**config.mk**
```make
export PLATFORM = sky130hd
export DESIGN_NAME = intc_nested
export DESIGN_NICKNAME = d
export VERILOG_FILES = /design/src/rtl/intc_nested_pkg.sv /design/src/rtl/intc_prio_enc.sv /design/src/rtl/intc_nested.sv
export SDC_FILE = /design/constraint.sdc
export NUM_CORES = 1
export LEC_CHECK = 0
export ABC_AREA = 1
export CAP_MARGIN = 30
export CORE_UTILIZATION = 40
export DETAILED_ROUTE_END_ITERATION = 12
export HOLD_SLACK_MARGIN = 0.12
export SLEW_MARGIN = 20
export SYNTH_ARGS = -nofsm -noshare
export SYNTH_HDL_FRONTEND = slang
export SYNTH_SLANG_ARGS = --single-unit
```
**constraint.sdc**
```tcl
create_clock -name clk -period 3.3 [get_ports clk]
set_clock_uncertainty 0.05 [all_clocks]
set_input_delay 0.66 -clock clk [delete_from_list [all_inputs] [get_ports clk]]
set_output_delay 0.66 -clock clk [all_outputs]
set_load 0.01 [all_outputs]
```
**src/rtl/intc_nested_pkg.sv**
```systemverilog
// Shared CPU-side constants for the nested interrupt controller: vector numbers and FSM state type.
package intc_nested_pkg;

    localparam int VEC_OVF_ALU   = 1;
    localparam int VEC_OVF_STACK = 2;
    localparam int VEC_CH_BASE   = 3;
    localparam int N_FAULT       = 2;

    typedef enum logic {
        ST_IDLE = 1'b0,
        ST_REQ  = 1'b1
    } intc_state_t;

    // Source index 0/1 are the faults, index N_FAULT+i is external channel i.
    function automatic int src_to_vec(input int src);
        if (src == 0) begin
            return VEC_OVF_ALU;
        end else if (src == 1) begin
            return VEC_OVF_STACK;
        end else begin
            return VEC_CH_BASE + src - N_FAULT;
        end
    endfunction

endpackage

```
**src/rtl/intc_prio_enc.sv**
```systemverilog
// Fixed-priority encoder: the lowest set bit of req wins.
module intc_prio_enc #(
    parameter int W  = 8,
    parameter int IW = (W > 1) ? $clog2(W) : 1
) (
    input  logic [W-1:0]  req,
    output logic          valid,
    output logic [IW-1:0] idx
);

    always_comb begin
        valid = 1'b0;
        idx   = '0;
        for (int i = W - 1; i >= 0; i--) begin
            if (req[i]) begin
                valid = 1'b1;
                idx   = IW'(i);
            end
        end
    end

endmodule

```
**src/rtl/intc_nested.sv**
```systemverilog
// Nested vectored interrupt controller: edge/level channels plus two non-maskable faults,
// a priority-ordered nesting stack and an IDLE/REQ request FSM towards the control unit.
module intc_nested
    import intc_nested_pkg::*;
#(
    parameter int N_SRC = 8,
    parameter int VEC_W = 8,
    parameter int DEPTH = 4
) (
    input  logic               clk,
    input  logic               reset,
    input  logic [N_SRC-1:0]   irq,
    input  logic [N_SRC-1:0]   edge_mode,
    input  logic [N_SRC-1:0]   mask,
    input  logic               ovf_alu,
    input  logic               ovf_stack,
    input  logic               int_ack,
    input  logic               reti,
    output logic               int_req,
    output logic [VEC_W-1:0]   int_vec,
    output logic [N_SRC+1:0]   in_service,
    output logic               nest_full,
    output logic               nest_err,
    output intc_state_t        dbg_state
);

    localparam int NS  = N_SRC + N_FAULT;
    localparam int IW  = $clog2(NS);
    localparam int SPW = $clog2(DEPTH + 1);

    logic [1:0]       fault_q;
    logic [N_SRC-1:0] irq_prev, pend_edge, pend_lvl, ack_clr;
    logic             hist_valid;
    logic [IW-1:0]    stack_q [DEPTH];
    logic [SPW-1:0]   sp_q, top_ptr, wr_ptr;
    logic             nest_err_q;

    intc_state_t      state_q, state_d;
    logic [IW-1:0]    cur_q, cur_d;

    logic [NS-1:0]    pending, enabled, elig;
    logic [IW-1:0]    top_idx, cand_idx;
    logic             empty, full, cand_valid, pop, push;

    assign pending = {(edge_mode & pend_edge) | (~edge_mode & pend_lvl), fault_q};
    assign enabled = {~mask, 2'b11};
    assign empty   = (sp_q == '0);
    assign full    = (sp_q == SPW'(DEPTH));
    assign top_ptr = sp_q - SPW'(1);

    // Stack grows upward with strictly rising priority, so the top entry is the one to beat.
    always_comb begin
        top_idx    = '0;
        in_service = '0;
        for (int k = 0; k < DEPTH; k++) begin
            if (SPW'(k) == top_ptr) top_idx = stack_q[k];
            if (SPW'(k) < sp_q) in_service[stack_q[k]] = 1'b1;
        end
    end

    always_comb begin
        elig = '0;
        for (int j = 0; j < NS; j++) begin
            elig[j] = pending[j] & enabled[j] & ~in_service[j]
                    & (empty | (IW'(j) < top_idx))
                    & ((j < N_FAULT) | ~full);
        end
    end

    intc_prio_enc #(.W(NS), .IW(IW)) u_prio (
        .req   (elig),
        .valid (cand_valid),
        .idx   (cand_idx)
    );

    // Handshake: int_req/int_vec is the offer; int_ack takes it only in a cycle with int_req=1,
    // and a take is refused while the stack is full unless a reti frees a slot in the same cycle.
    assign pop    = reti & ~empty;
    assign push   = int_ack & (state_q == ST_REQ) & (~full | pop);
    assign wr_ptr = pop ? top_ptr : sp_q;

    always_comb begin
        ack_clr = '0;
        for (int i = 0; i < N_SRC; i++) begin
            ack_clr[i] = push & (cur_q == IW'(i + N_FAULT));
        end
    end

    always_ff @(posedge clk or negedge reset) begin
        if (!reset) begin
            fault_q    <= '0;
            irq_prev   <= '0;
            hist_valid <= 1'b0;
            pend_edge  <= '0;
            pend_lvl   <= '0;
            sp_q       <= '0;
            nest_err_q <= 1'b0;
            for (int k = 0; k < DEPTH; k++) stack_q[k] <= '0;
        end else begin
            fault_q    <= {ovf_stack, ovf_alu};
            irq_prev   <= irq;
            hist_valid <= 1'b1;
            pend_lvl   <= irq;
            // History is untrusted on the first edge after reset, so lines already high are not edges.
            pend_edge  <= (pend_edge & ~ack_clr)
                        | (edge_mode & irq & ~irq_prev & {N_SRC{hist_valid}});
            if (reti && empty) nest_err_q <= 1'b1;
            sp_q <= sp_q - SPW'(pop) + SPW'(push);
            for (int k = 0; k < DEPTH; k++) begin
                if (push && (SPW'(k) == wr_ptr)) stack_q[k] <= cur_q;
            end
        end
    end

    always_ff @(posedge clk or negedge reset) begin
        if (!reset) begin
            state_q <= ST_IDLE;
            cur_q   <= '0;
        end else begin
            state_q <= state_d;
            cur_q   <= cur_d;
        end
    end

    // The best candidate never ranks below the current one while it stays eligible,
    // so tracking it keeps int_vec stable except for a strictly higher preemptor.
    always_comb begin
        state_d = state_q;
        cur_d   = cur_q;
        case (state_q)
            ST_IDLE: begin
                if (cand_valid) begin
                    state_d = ST_REQ;
                    cur_d   = cand_idx;
                end
            end
            ST_REQ: begin
                if (push || !cand_valid) state_d = ST_IDLE;
                else                     cur_d   = cand_idx;
            end
            default: state_d = ST_IDLE;
        endcase
    end

    always_comb begin
        int_req   = (state_q == ST_REQ);
        int_vec   = int_req ? VEC_W'(src_to_vec(int'(cur_q))) : '0;
        nest_full = full;
        nest_err  = nest_err_q;
        dbg_state = state_q;
    end

endmodule

```
==> impl_metrics.csv <==
group,metric,value,unit
global_route,antenna_found_initial,0,
logic_synthesis,synth_top_cell_area_share,35.28,%
route,drtIter0Drc,209,
route,vias,3054,
sta,period_share,95.38,%
floorplanning,boundaryPins,52,
worst_setup_path,rrSetupSlack,0.55,ns
route,vias_per_cell,5.073,
worst_setup_path,endpoint_kind,"output port",
worst_setup_path,critPathTopFamily,"buffers and inverters",
floorplanning,fp.dieH,90.33,um
logic_synthesis,ys_seq_area_share,35.28,%
global_route,grt_pass1_vias,2882,
route,ant_nets,0,
logic_synthesis,ys_types,37,
logic_synthesis,yosysMostFrequentCell,"nand2_1",
finish,final.fill_count,754,
placement,portBuffers,48,
worst_setup_path,r2r_end,"cur_q[1]",
global_route,grt_max_degree,32,
logic_synthesis,yosys.area.top_type,"dfrtp_1",
placement,pre_cts_slack,0.4421,ns
floorplanning,die_area,8159,um^2
worst_setup_path,critPathLaunch,"sp_q[2]",
logic_synthesis,synth_area_per_cell,6.950,um^2
sta,worst_slack,0.1526,ns
global_route,grt_use_total,22.61,%
cts,cts_buffers,5,
finish,antenna-diode-count,0,
route,drt_drc_violations_left,0,
finish,syn_to_final_growth,22.01,%
worst_setup_path,path_max_fanout,10,
cts,clk_path_buf_depth,2,
global_route,grt-ovfl-total,0,
route,drtPass1Iterations,5,
cts,path_clk_slew,0.09,ns
sta,finalSetupViolCount,0,
worst_setup_path,path_class,"flip-flop to output port",
worst_setup_path,worstSetupStartpointType,"flip-flop",
logic_synthesis,synth_common_cells,"nand2_1, inv_1, nor2_1",
placement,dpl.hpwl,7.133,mm
floorplanning,start_util,42.12,%
worst_setup_path,slowest_stage,"clkdlybuf4s50_1",
cts,clk_latency,0.30,ns
logic_synthesis,ys_warn_count,0,
cts,cts_num_sinks,44,
sta,fmax,317.7,MHz
finish,nNetsFinal,546,
cts,cts-htree-levels,2,
worst_setup_path,worstPathArrival,2.44,ns
floorplanning,row_count,31,
worst_setup_path,crit_required,2.59,ns
cts,post_cts_buffers,0,
sta,hold_ws,0.2143,ns
worst_setup_path,crit_buf_inv,3,
logic_synthesis,syn_inst,449,
power,leakage,1.842,nW
finish,drive_above_1_share,7.952,%
logic_synthesis,ys_ff_latch,44,
logic_synthesis,ys_async_sr_fraction,100.0,%
route,wirelength,8.675,mm
floorplanning,die_w,90.33,um
min_path,hold_path.class,"input port to asynchronous set/reset pin",
floorplanning,core,7408,um^2
sta,maxSlewHeadroom,61.56,%
route,post_drt_wl_per_cell,14.41,um
placement,dpl_cell_area,3710,um^2
finish,final_area,3807,um^2
worst_setup_path,slowest_delay,0.52,ns
sta,tns,0,ns
sta,hold_viol_final,0,
worst_setup_path,reg2reg_depth,20,
cts,post_cts_resized,0,
sta,maxSlewViolCount,0,
logic_synthesis,synth_edf_count,0,
job,cap_violations,0,
power,peakVddDrop,0.3881,mV
placement,gp_congestion,0.8585,
global_route,grt_pass1_wl,14.48,mm
cts,holdBufCountCts,0,
worst_setup_path,r2r-start,"sp_q[0]",
run_status,outcome,"completed",
logic_synthesis,synth_top_flop_cell,"dfrtp_1",
cts,cts_root_buffer,"clkbuf_8",
logic_synthesis,synth.area.top_cells,"dfrtp_1, nand2_1, inv_1",
sta,tightest_slew,0.5722,ns
sta,fin_crit,3.147,ns
worst_setup_path,path_cells,"inv_2 > ha_1 > nand2_1 > nand3_1 > o21ai_0 > a21oi_2 > inv_1 > clkdlybuf4s50_1",
logic_synthesis,syn_area,3120,um^2
power,power.density,892.7,nW/um^2
cts,cts_tree,"done",
worst max path at each step:
stage,endpoint,depth (start not counted)
final,in_service[1],8
after global routing,in_service[5],9
after CTS,in_service[0],6
after detailed placement,in_service[0],6
after global placement,in_service[0],6
after floorplan,sp_q[2],11
stage by stage:
stage	instances	total power [mW]	util (%)
4_1_cts	602	3.394	51.33
6_report	602	3.399	51.39
3_5_place_dp	594	3.022	50.08
3_3_place_gp	593	3.001	49.81
5_1_grt	602	3.748	51.39
2_1_floorplan	451	2.367	-
routing by layer:
metal	global-route usage, %	vias to the layer above	routed length, um
met5	0	-	0
met4	4.839	0	74
met3	4.882	8	540
met2	34.35	107	3732
met1	32.87	1390	4327
li1	-	1549	-
kinds of logic (layout without fill, tap and decap cells):
| kind of cell | count (synthesis) | count (layout) | synth area share [%] |
|---|---|---|---|
| AND/OR/NAND/NOR | 244 | 244 | 35.25 |
| XOR/XNOR | 3 | 3 | 0.8422 |
| flip-flops | 44 | 44 | 35.28 |
| buffers and inverters | 77 | 129 | 9.984 |
| adder cells (fa/ha/maj) | 14 | 14 | 5.854 |
| other | 2 | 4 | 0.2407 |
| AO/OA/AOI/OAI | 63 | 63 | 11.91 |
| multiplexers | 2 | 2 | 0.6416 |
worst reg2reg max path, cell delays in order (launching register included):
cell     delay [ns]
dfrtp_1        0.44
inv_1          0.15
ha_1           0.26
inv_1          0.12
nand2_4        0.06
nand2_4        0.15
nand2_2        0.11
o21ai_0        0.16
inv_1          0.05
nand2_1        0.08
nand2_2        0.09
nor2_4         0.17
nor2_1         0.06
nand2_1        0.09
nand2_1        0.09
nor2_2         0.15
nand2_2        0.09
nand2_2        0.08
nand2_4        0.07
nand3_2        0.07
o21ai_2        0.05
where the power goes:
part,switching [mW],internal (mW)
Clock,0.190,0.167
Combinational,1.38,0.776
Sequential,0.196,0.694
placed cells by master (no fill, tap or decap), types with 2 or more instances in the layout:
| cell | synthesis | routed |
|---|---|---|
| mux2i_1 | 2 | 2 |
| conb_1 | 2 | 4 |
| nand2_1 | 115 | 115 |
| inv_2 | 2 | 2 |
| nor2_1 | 49 | 49 |
| clkdlybuf4s50_1 | 0 | 47 |
| inv_1 | 68 | 68 |
| o2111ai_1 | 5 | 5 |
| o21ai_2 | 2 | 2 |
| dfrtp_1 | 44 | 43 |
| nand3_2 | 4 | 4 |
| o22ai_1 | 2 | 2 |
| o211ai_1 | 2 | 2 |
| nor3_1 | 8 | 8 |
| clkinv_2 | 0 | 2 |
| a21oi_1 | 5 | 4 |
| nor2_4 | 2 | 2 |
| nand3b_1 | 3 | 3 |
| xor2_1 | 3 | 3 |
| o21ai_0 | 39 | 39 |
| clkbuf_8 | 0 | 6 |
| a22oi_1 | 2 | 2 |
| nand2_2 | 11 | 11 |
| ha_1 | 13 | 13 |
| nand2_4 | 3 | 3 |
| nand4_1 | 6 | 6 |
| o31ai_1 | 2 | 2 |
| nand3_1 | 40 | 40 |
sequential cells by signal, indices dropped and copies added, names as in the netlist:
| name | flops |
|---|---|
| pend_lvl | 8 |
| cur_q | 4 |
| nest_err | 1 |
| sp_q | 3 |
| fault_q | 2 |
| stack_q | 16 |
| pend_edge | 8 |
| hist_valid | 1 |
| dbg_state | 1 |
cell type report:
type	instances	area [um^2]	share of cell area (%)
Clock buffer	6	82.58	2.169
Clock inverter	2	10.01	0.2629
Inverter	71	266.5	7.000
Multi-Input combinational cell	330	1719	45.15
Sequential cell	44	1102	28.95
Tap cell	99	123.9	3.253
Timing Repair Buffer	50	503.0	13.21
No activity file was read; power rests on OpenSTA's default activity.
